===== config.mk =====
export PLATFORM = sky130hd
export DESIGN_NAME = dma_arbiter
export DESIGN_NICKNAME = d
export VERILOG_FILES = /design/src/rtl/dma_arbiter.sv
export SDC_FILE = /design/constraint.sdc
export NUM_CORES = 1
export LEC_CHECK = 0
export CAP_MARGIN = 20
export CORE_ASPECT_RATIO = 1.4
export CORE_MARGIN = 2
export CORE_UTILIZATION = 30
export CTS_CLUSTER_DIAMETER = 120
export DETAILED_ROUTE_END_ITERATION = 8
export PLACE_DENSITY = 0.7
export SLEW_MARGIN = 10
export SYNTH_ARGS = -nofsm -noshare
export SYNTH_HDL_FRONTEND = slang
export SYNTH_SLANG_ARGS = --single-unit
export TNS_END_PERCENT = 1

===== constraint.sdc =====
create_clock -name clk -period 5.3 [get_ports clk]
set_input_delay 0.795 -clock clk [delete_from_list [all_inputs] [get_ports clk]]
set_output_delay 0.795 -clock clk [all_outputs]
set_load 0.01 [all_outputs]

===== src/rtl/dma_arbiter.sv =====
// Four-device round-robin arbiter in front of a single DMA controller.
// Latches the winner's transfer parameters, routes its handshake, and aborts hung transfers via a watchdog.
module dma_arbiter #(
    parameter int ADD_LEN    = 8,
    parameter int DATA_LEN   = 8,
    parameter int FIFO_DEPTH = 4,
    parameter int TIMEOUT_W  = 12
) (
    input  logic                        clk,
    input  logic                        reset,
    input  logic [3:0]                  dev_rqst,
    input  logic [3:0]                  dev_rd_wr,
    input  logic [4*(FIFO_DEPTH+1)-1:0] dev_num_words,
    input  logic [4*ADD_LEN-1:0]        dev_start_addr,
    input  logic [3:0]                  dev_ack_in,
    input  logic [4*DATA_LEN-1:0]       dev_data_in,
    output logic [3:0]                  dev_grant,
    output logic [3:0]                  dev_dma_ack,
    output logic [3:0]                  dev_end,
    output logic [DATA_LEN-1:0]         dev_data_out,
    output logic                        ctl_rqst,
    output logic [FIFO_DEPTH:0]         ctl_num_words,
    output logic [ADD_LEN-1:0]          ctl_start_addr,
    output logic                        ctl_rd_wr,
    output logic                        ctl_dev_ack,
    output logic [DATA_LEN-1:0]         ctl_dev_in,
    output logic                        ctl_reset,
    input  logic                        ctl_dma_ack,
    input  logic [DATA_LEN-1:0]         ctl_dev_out,
    input  logic                        ctl_end_flag,
    output logic                        timeout_err
);

    localparam int NW = FIFO_DEPTH + 1;
    localparam logic [TIMEOUT_W-1:0] WD_MAX = '1;

    typedef enum logic [2:0] {
        IDLE,
        REQ,
        BUSY,
        RELEASE,
        ABORT
    } state_t;

    state_t               state;
    logic [1:0]           ptr;
    logic [1:0]           g;
    logic [3:0]           grant_q;
    logic [3:0]           end_q;
    logic [TIMEOUT_W-1:0] wd;
    logic                 abort_cnt;

    logic [1:0]           sel;
    logic [1:0]           idx;
    logic                 sel_valid;
    logic                 granted;

    // Scan from the farthest candidate down to ptr+1 so the nearest requester overwrites the rest.
    always_comb begin
        // NOTE: every always_comb output gets a default first, so no path can infer a latch.
        sel       = ptr;
        idx       = ptr;
        sel_valid = 1'b0;
        for (int k = 4; k >= 1; k--) begin
            idx = ptr + 2'(k);
            if (dev_rqst[idx]) begin
                sel       = idx;
                sel_valid = 1'b1;
            end
        end
    end

    assign granted   = grant_q[g];
    assign dev_grant = grant_q;
    assign dev_end   = end_q;

    // Data-path routing is combinational so the controller sees the owner's handshake with no added latency.
    always_comb begin
        dev_dma_ack  = '0;
        ctl_dev_ack  = 1'b0;
        ctl_dev_in   = '0;
        dev_data_out = '0;
        if (granted) begin
            dev_dma_ack[g] = ctl_dma_ack;
            ctl_dev_ack    = dev_ack_in[g];
            ctl_dev_in     = dev_data_in[g*DATA_LEN +: DATA_LEN];
            dev_data_out   = ctl_dev_out;
        end
    end

    // NOTE: sequential state uses non-blocking assignments so every register samples pre-edge values.
    always_ff @(posedge clk or posedge reset) begin
        if (reset) begin
            state          <= IDLE;
            ptr            <= 2'd3;
            g              <= 2'd0;
            grant_q        <= '0;
            end_q          <= '0;
            wd             <= '0;
            abort_cnt      <= 1'b0;
            ctl_rqst       <= 1'b0;
            ctl_reset      <= 1'b0;
            ctl_num_words  <= '0;
            ctl_start_addr <= '0;
            ctl_rd_wr      <= 1'b0;
            timeout_err    <= 1'b0;
        end else begin
            case (state)
                IDLE: begin
                    if (sel_valid) begin
                        g              <= sel;
                        grant_q        <= 4'b0001 << sel;
                        ctl_num_words  <= dev_num_words[sel*NW +: NW];
                        ctl_start_addr <= dev_start_addr[sel*ADD_LEN +: ADD_LEN];
                        ctl_rd_wr      <= dev_rd_wr[sel];
                        ctl_rqst       <= 1'b1;
                        wd             <= '0;
                        state          <= REQ;
                    end
                end

                REQ: begin
                    ctl_rqst <= 1'b0;
                    state    <= BUSY;
                end

                // Completion outranks expiry; any data strobe restarts the watchdog.
                BUSY: begin
                    if (ctl_end_flag) begin
                        end_q <= 4'b0001 << g;
                        state <= RELEASE;
                    end else if (ctl_dma_ack) begin
                        wd <= '0;
                    end else if (wd == WD_MAX - 1'b1) begin
                        wd          <= WD_MAX;
                        grant_q     <= '0;
                        end_q       <= 4'b0001 << g;
                        ctl_reset   <= 1'b1;
                        timeout_err <= 1'b1;
                        abort_cnt   <= 1'b0;
                        state       <= ABORT;
                    end else begin
                        wd <= wd + 1'b1;
                    end
                end

                RELEASE: begin
                    end_q   <= '0;
                    grant_q <= '0;
                    ptr     <= g;
                    state   <= IDLE;
                end

                // Two cycles of controller reset, counted by abort_cnt.
                ABORT: begin
                    end_q <= '0;
                    if (!abort_cnt) begin
                        abort_cnt <= 1'b1;
                    end else begin
                        abort_cnt <= 1'b0;
                        ctl_reset <= 1'b0;
                        ptr       <= g;
                        state     <= IDLE;
                    end
                end

                default: state <= IDLE;
            endcase
        end
    end

endmodule


After elaboration in Yosys (flattened, before gate mapping)
Index checks and enable logic that the tools add are counted.
{"block": "totals", "register_bits": 45, "out_inout_bits": 46, "word_cells": 125}
{"block": "op_classes", "add_sub_neg": 4, "multipliers": 1, "order_cmp": 7, "n_eq_ne": 12, "shift": 5, "muxes": 61, "n_bitwise": 3, "reduce_logical": 19}
{"cell": "32-bit by 6-bit indexed part select with 8-bit output", "count": 2}
{"cell": "12-bit 2-to-1 mux", "count": 4}
{"cell": "4-bit 2-to-1 mux", "count": 8}
{"cell": "12-bit one-hot mux with 2 select lines", "count": 1}
{"cell": "1-bit 2-to-1 mux", "count": 22}
{"cell": "20-bit by 6-bit indexed part select with 5-bit output", "count": 1}
{"cell": "2-bit by 3-bit less-than comparator with 1-bit output (second input constant)", "count": 6}
{"cell": "8-bit 2-to-1 mux", "count": 2}
{"cell": "3-bit 2-to-1 mux", "count": 5}
{"cell": "1-bit binary-select mux with 2-bit select", "count": 7}
{"cell": "12-bit by 1-bit adder with 12-bit output (second input constant)", "count": 1}
{"cell": "12-bit equality test (second input constant)", "count": 1}
{"cell": "3-bit one-hot mux with 4 select lines", "count": 1}
{"cell": "4-bit one-hot mux with 3 select lines", "count": 1}
{"cell": "4-bit AND reduction", "count": 3}
{"cell": "2-bit inequality test (second input constant)", "count": 5}
{"cell": "5-bit AND reduction", "count": 2}
{"cell": "2-bit nonzero test", "count": 5}
{"cell": "2-bit 2-to-1 mux", "count": 4}
{"cell": "4-bit one-hot mux with 2 select lines", "count": 1}
{"cell": "1-bit by 2-bit left shift with 4-bit output (first input constant)", "count": 2}
{"cell": "3-bit by 2-bit equality test with 1-bit output (second input constant)", "count": 2}
{"cell": "3-bit inequality test (second input constant)", "count": 2}
{"cell": "1-bit one-hot mux with 2 select lines", "count": 3}
{"cell": "16 further kinds", "count": 21}

Logic depth before layout (Yosys ltp)
{"block": "logic_depth", "ltp_word": 9, "ltp_mapped": 8, "depth_no_buf": 7}

Worst setup path before layout
No wires, ideal clock.
{"block": "synth_timing", "path_kind": "register -> output", "start": "reg g[0]", "end": "out ctl_dev_in[4]", "arrival_time_ns": 1.460, "slack_ns": 3.045, "stages_incl_launch_ff": 5, "path_buffers": 2, "cell_sequence": "dfrtp_1 -> buf_2 -> buf_2 -> mux4_2 -> and2_1"}
{"block": "synth_between", "elab_chain_len": 3, "elab_cells_between_ends": 4, "classes_between": "1 x shift; 3 x mux"}
{"element": "start, declared", "line_no": "47", "source": "logic [1:0] g;"}
{"element": "start signal, assigned", "line_no": "111", "source": "g <= sel;"}
{"element": "parallel branches: the longest is 2 deep, another holds 32-bit by 6-bit indexed part select with 8-bit output"}
{"element": "8-bit 2-to-1 mux *", "line_no": "83", "source": "if (granted) begin"}
{"element": "end, declared", "line_no": "26", "source": "output logic [DATA_LEN-1:0] ctl_dev_in,"}
Every way passes the cells marked *. The select of a mux whose other input is x is not followed.

Worst setup path after layout
{"block": "layout_timing", "start": "reg g[0]", "end": "out dev_data_out[0]"}
{"block": "layout_between", "elab_chain_len": 3}
{"element": "1-bit binary-select mux with 2-bit select", "line_no": "73", "source": "assign granted = grant_q[g];"}
{"element": "1-bit 2-to-1 mux (not written as such)", "line_no": "73"}
{"element": "8-bit 2-to-1 mux", "line_no": "83"}
{"element": "end, declared", "line_no": "20", "source": "output logic [DATA_LEN-1:0] dev_data_out,"}
No other way between the ends. The select of a mux whose other input is x is not followed.

==> metrics.md <==
| Metric | Value |
|---|---|
| Post-synth top area share | `0.349` |
| Final nets | `568` |
| TritonCTS Buffers | `5` |
| Seq cells post-synth | `45` |
| VDD IR max | `0.200 mV` |
| Initial antenna violation count | `0` |
| CP max stage cell | `dfrtp_1` |
| Required time worst endpoint | `4.51 ns` |
| Critical path class | `reg2out` |
| Pin count of the biggest net entering global routing | `46` |
| Layout cells sized above 1 | `0.0719` |
| Max-cap check violation count | `0` |
| Mapped Cells | `319` |
| Core area | `9950 µm²` |
| Number of remaining DRC errors | `0` |
| Vias per cell | `5.28` |
| Crit-path max FO | `17` |
| Final Total Pwr | `0.00201 W` |
| Synth area leader | `dfrtp_1` |
| CP Cell Sequence | `mux4_2 -> and2_1 -> clkdlybuf4s50_1` |
| Sequential share of the synthesized area | `0.366` |
| Number of fill cells in the layout | `914` |
| Routed wire length | `10.2 mm` |
| Router iterations before antenna repair | `6` |
| CTS Buffer Depth | `2` |
| Die Footprint | `11100 µm²` |
| Final hold violation count | `0` |
| Fin. max-slew vios | `0` |
| Global placement routability congestion | `0.901` |
| Setup TNS | `0 ns` |
| Number of cell rows | `43` |
| Setup crit end kind | `output pin` |
| Post-synth cell types | `51` |
| Crit path buffers/inverters | `1` |
| RSZ-0062 raised after global routing | `no` |
| Layout area overhead | `56.3%` |
| I/O pin cnt | `154` |
| Clk slew on worst S/H paths | `0.06 ns` |
| Clk Latency, worst-skew pair | `0.29 ns` |
| Vias in the first global route | `3286` |
| Pre-CTS WS | `1.83 ns` |
| F_max | `293 MHz` |
| # H-tree levels | `2` |
| N_diodes | `0` |
| Outcome | `finished clean` |
| Tot GR Track Use | `0.179` |
| Area contributors post-synth | `dfrtp_1 35%, mux4_2 7.3%, and2_1 6.9%, mux2i_1 4.9%, a211oi_1 3.4%` |
| Die Wd | `89.7 µm` |
| Postcts setup bufs | `0` |
| Fin util | `0.485` |
| CTS resizes | `0` |
| Power per standard cell area | `417 nW/µm²` |
| Mapped Nets | `429` |
| Period utilization | `0.644` |
| YS warnings | `0` |
| Crit-path max cell delay | `0.88 ns` |
| Clock sink count | `45` |
| CTS tree | `yes` |
| Min cycle time layout | `3.41 ns` |
| WL/cell | `17.1 µm` |
| Leak | `1.88 nW` |
| Crit path launch type | `flip-flop` |
| Max-slew headroom | `0.276` |
| Antenna-violating nets left | `0` |
| Syn Area/Cell | `9.67 µm²` |
| Root buffer cell | `clkbuf_16` |
| Arr. time, crit path | `2.62 ns` |
| Critical path's top delay family | `flip-flops` |
| Final clock skew | `0.00601 ns` |
| Via count | `3137` |
| Worst-Margin Slew | `1.07 ns` |
| Starting density of the core | `0.310` |
| Post-route worst setup slack | `1.89 ns` |
| DR iter-0 viols | `174` |
| Buffers added on ports | `153` |
| Hold buffer count at CTS | `0` |
| Total gr overflow | `0` |
| DPL Wire Length | `7.81 mm` |
| Die Y | `124 µm` |
| Synth Cell Area | `3090 µm²` |
| Hold Crit Class | `reg2reg` |
| First-pass GRT wire length | `16.0 mm` |
| # setup viols final | `0` |
## synthesized netlist by cell type, drive strengths merged
cell type	n
nand4	3
o41ai	1
a21o	1
dfstp	2
a221oi	16
buf	12
nor2b	3
a21oi	16
nand3	7
a32o	5
mux2i	15
o21a	1
a31oi	5
mux2	1
a22oi	1
o221ai	1
and3	5
a211oi	14
o22ai	1
and2	34
or4b	1
nor4	2
nand2	13
o2bb2ai	4
inv	13
mux4	10
ha	2
nor3	7
or4	2
or3	2
o31ai	4
and4	3
or3b	1
nor2	27
a22o	4
o22a	3
clkbuf	11
o32ai	1
nor3b	1
a211o	1
o21ai	16
dfrtp	43
nand2b	4
## cell type report
type,count,area (µm²),share of cell area
Clock buffer,8,136,0.0283
Inverter,13,48.8,0.0101
Multi-Input combinational cell,238,1790,0.372
Sequential cell,45,1130,0.234
Tap cell,135,169,0.0350
Timing Repair Buffer,155,1550,0.321
## placed cells by master (no fill, tap or decap), types with 4 or more instances in the layout
cell / netlist / layout
nor2_1: 27 / 27
o31ai_1: 4 / 4
o2bb2ai_1: 4 / 4
mux4_2: 10 / 10
a221oi_1: 9 / 9
a32o_1: 5 / 5
clkbuf_16: 0 / 5
and2_1: 34 / 34
nand3_1: 7 / 7
a31oi_1: 5 / 5
and3_1: 5 / 5
mux2i_1: 15 / 15
nand2_1: 13 / 13
inv_1: 13 / 12
nand2b_1: 4 / 4
a221oi_2: 7 / 7
nor3_1: 6 / 6
a21oi_1: 16 / 16
dfrtp_1: 43 / 43
a22o_1: 4 / 4
a211oi_1: 14 / 14
clkdlybuf4s50_1: 0 / 153
o21ai_0: 14 / 14
## stage by stage
stage	cells	hold slack [ns]	instance area, µm²
after floorplan	319	0.476	3090
after global placement	585	0.455	4680
after detailed placement	585	0.458	4680
after CTS	593	0.474	4820
after global routing	594	0.489	4820
final	594	0.471	4820
## power breakdown
group	total (W)	switching, W	internal [W]
Sequential	0.000614	0.000156	0.000458
Combinational	0.00109	0.000513	0.000580
Clock	0.000305	0.000129	0.000176
Total	0.00201	0.000798	0.00121
## state kept, by name (all words and copies together), names as in the netlist, 2 cells and up
register,cells
dev_grant,4
ctl_num_words,5
wd,12
ptr,2
g,2
state,3
ctl_start_addr,8
dev_end,4
## per-layer routing
metal  part of all wire  vias up  global-route usage
li1                   -     1483                   -
met1               0.37     1494               0.199
met2               0.54      139               0.329
met3              0.066       21              0.0405
met4              0.022        0              0.0779
met5                  0        -                   0
## logic make-up (layout without fill, tap and decap cells)
family | count (synthesis) | in the layout | synth area share
flip-flops | 45 | 45 | 0.366
buffers and inverters | 36 | 176 | 0.0556
multiplexers | 26 | 26 | 0.125
AND/OR/NAND/NOR | 115 | 115 | 0.208
adder cells (fa/ha/maj) | 2 | 2 | 0.00811
AO/OA/AOI/OAI | 95 | 95 | 0.238
## worst reg2reg max path: stages (launching register included)
cell and delay, ns:
dfstp_2 0.58, nor2b_1 0.08, o21ai_2 0.44, and3_1 0.92, mux2i_1 0.19, a211oi_1 0.30
## path summary, 6_finish.rpt
check	cells past startpoint	endpoint	slack, ns	start
max in group asynchronous	3	wd[9]$_DFFE_PP0P_	3.94	reset
max	3	dev_data_out[0]	1.89	g[0]$_DFFE_PP0P_
max reg2reg	5	ctl_start_addr[2]$_DFFE_PP0P_	2.69	ptr[0]$_DFFE_PP1P_
min in group asynchronous	3	ctl_num_words[3]$_DFFE_PP0P_	0.97	reset
min reg2reg	1	timeout_err$_DFFE_PP0P_	0.47	timeout_err$_DFFE_PP0P_
min	1	timeout_err$_DFFE_PP0P_	0.47	timeout_err$_DFFE_PP0P_
(Power assumes the default switching activity.)
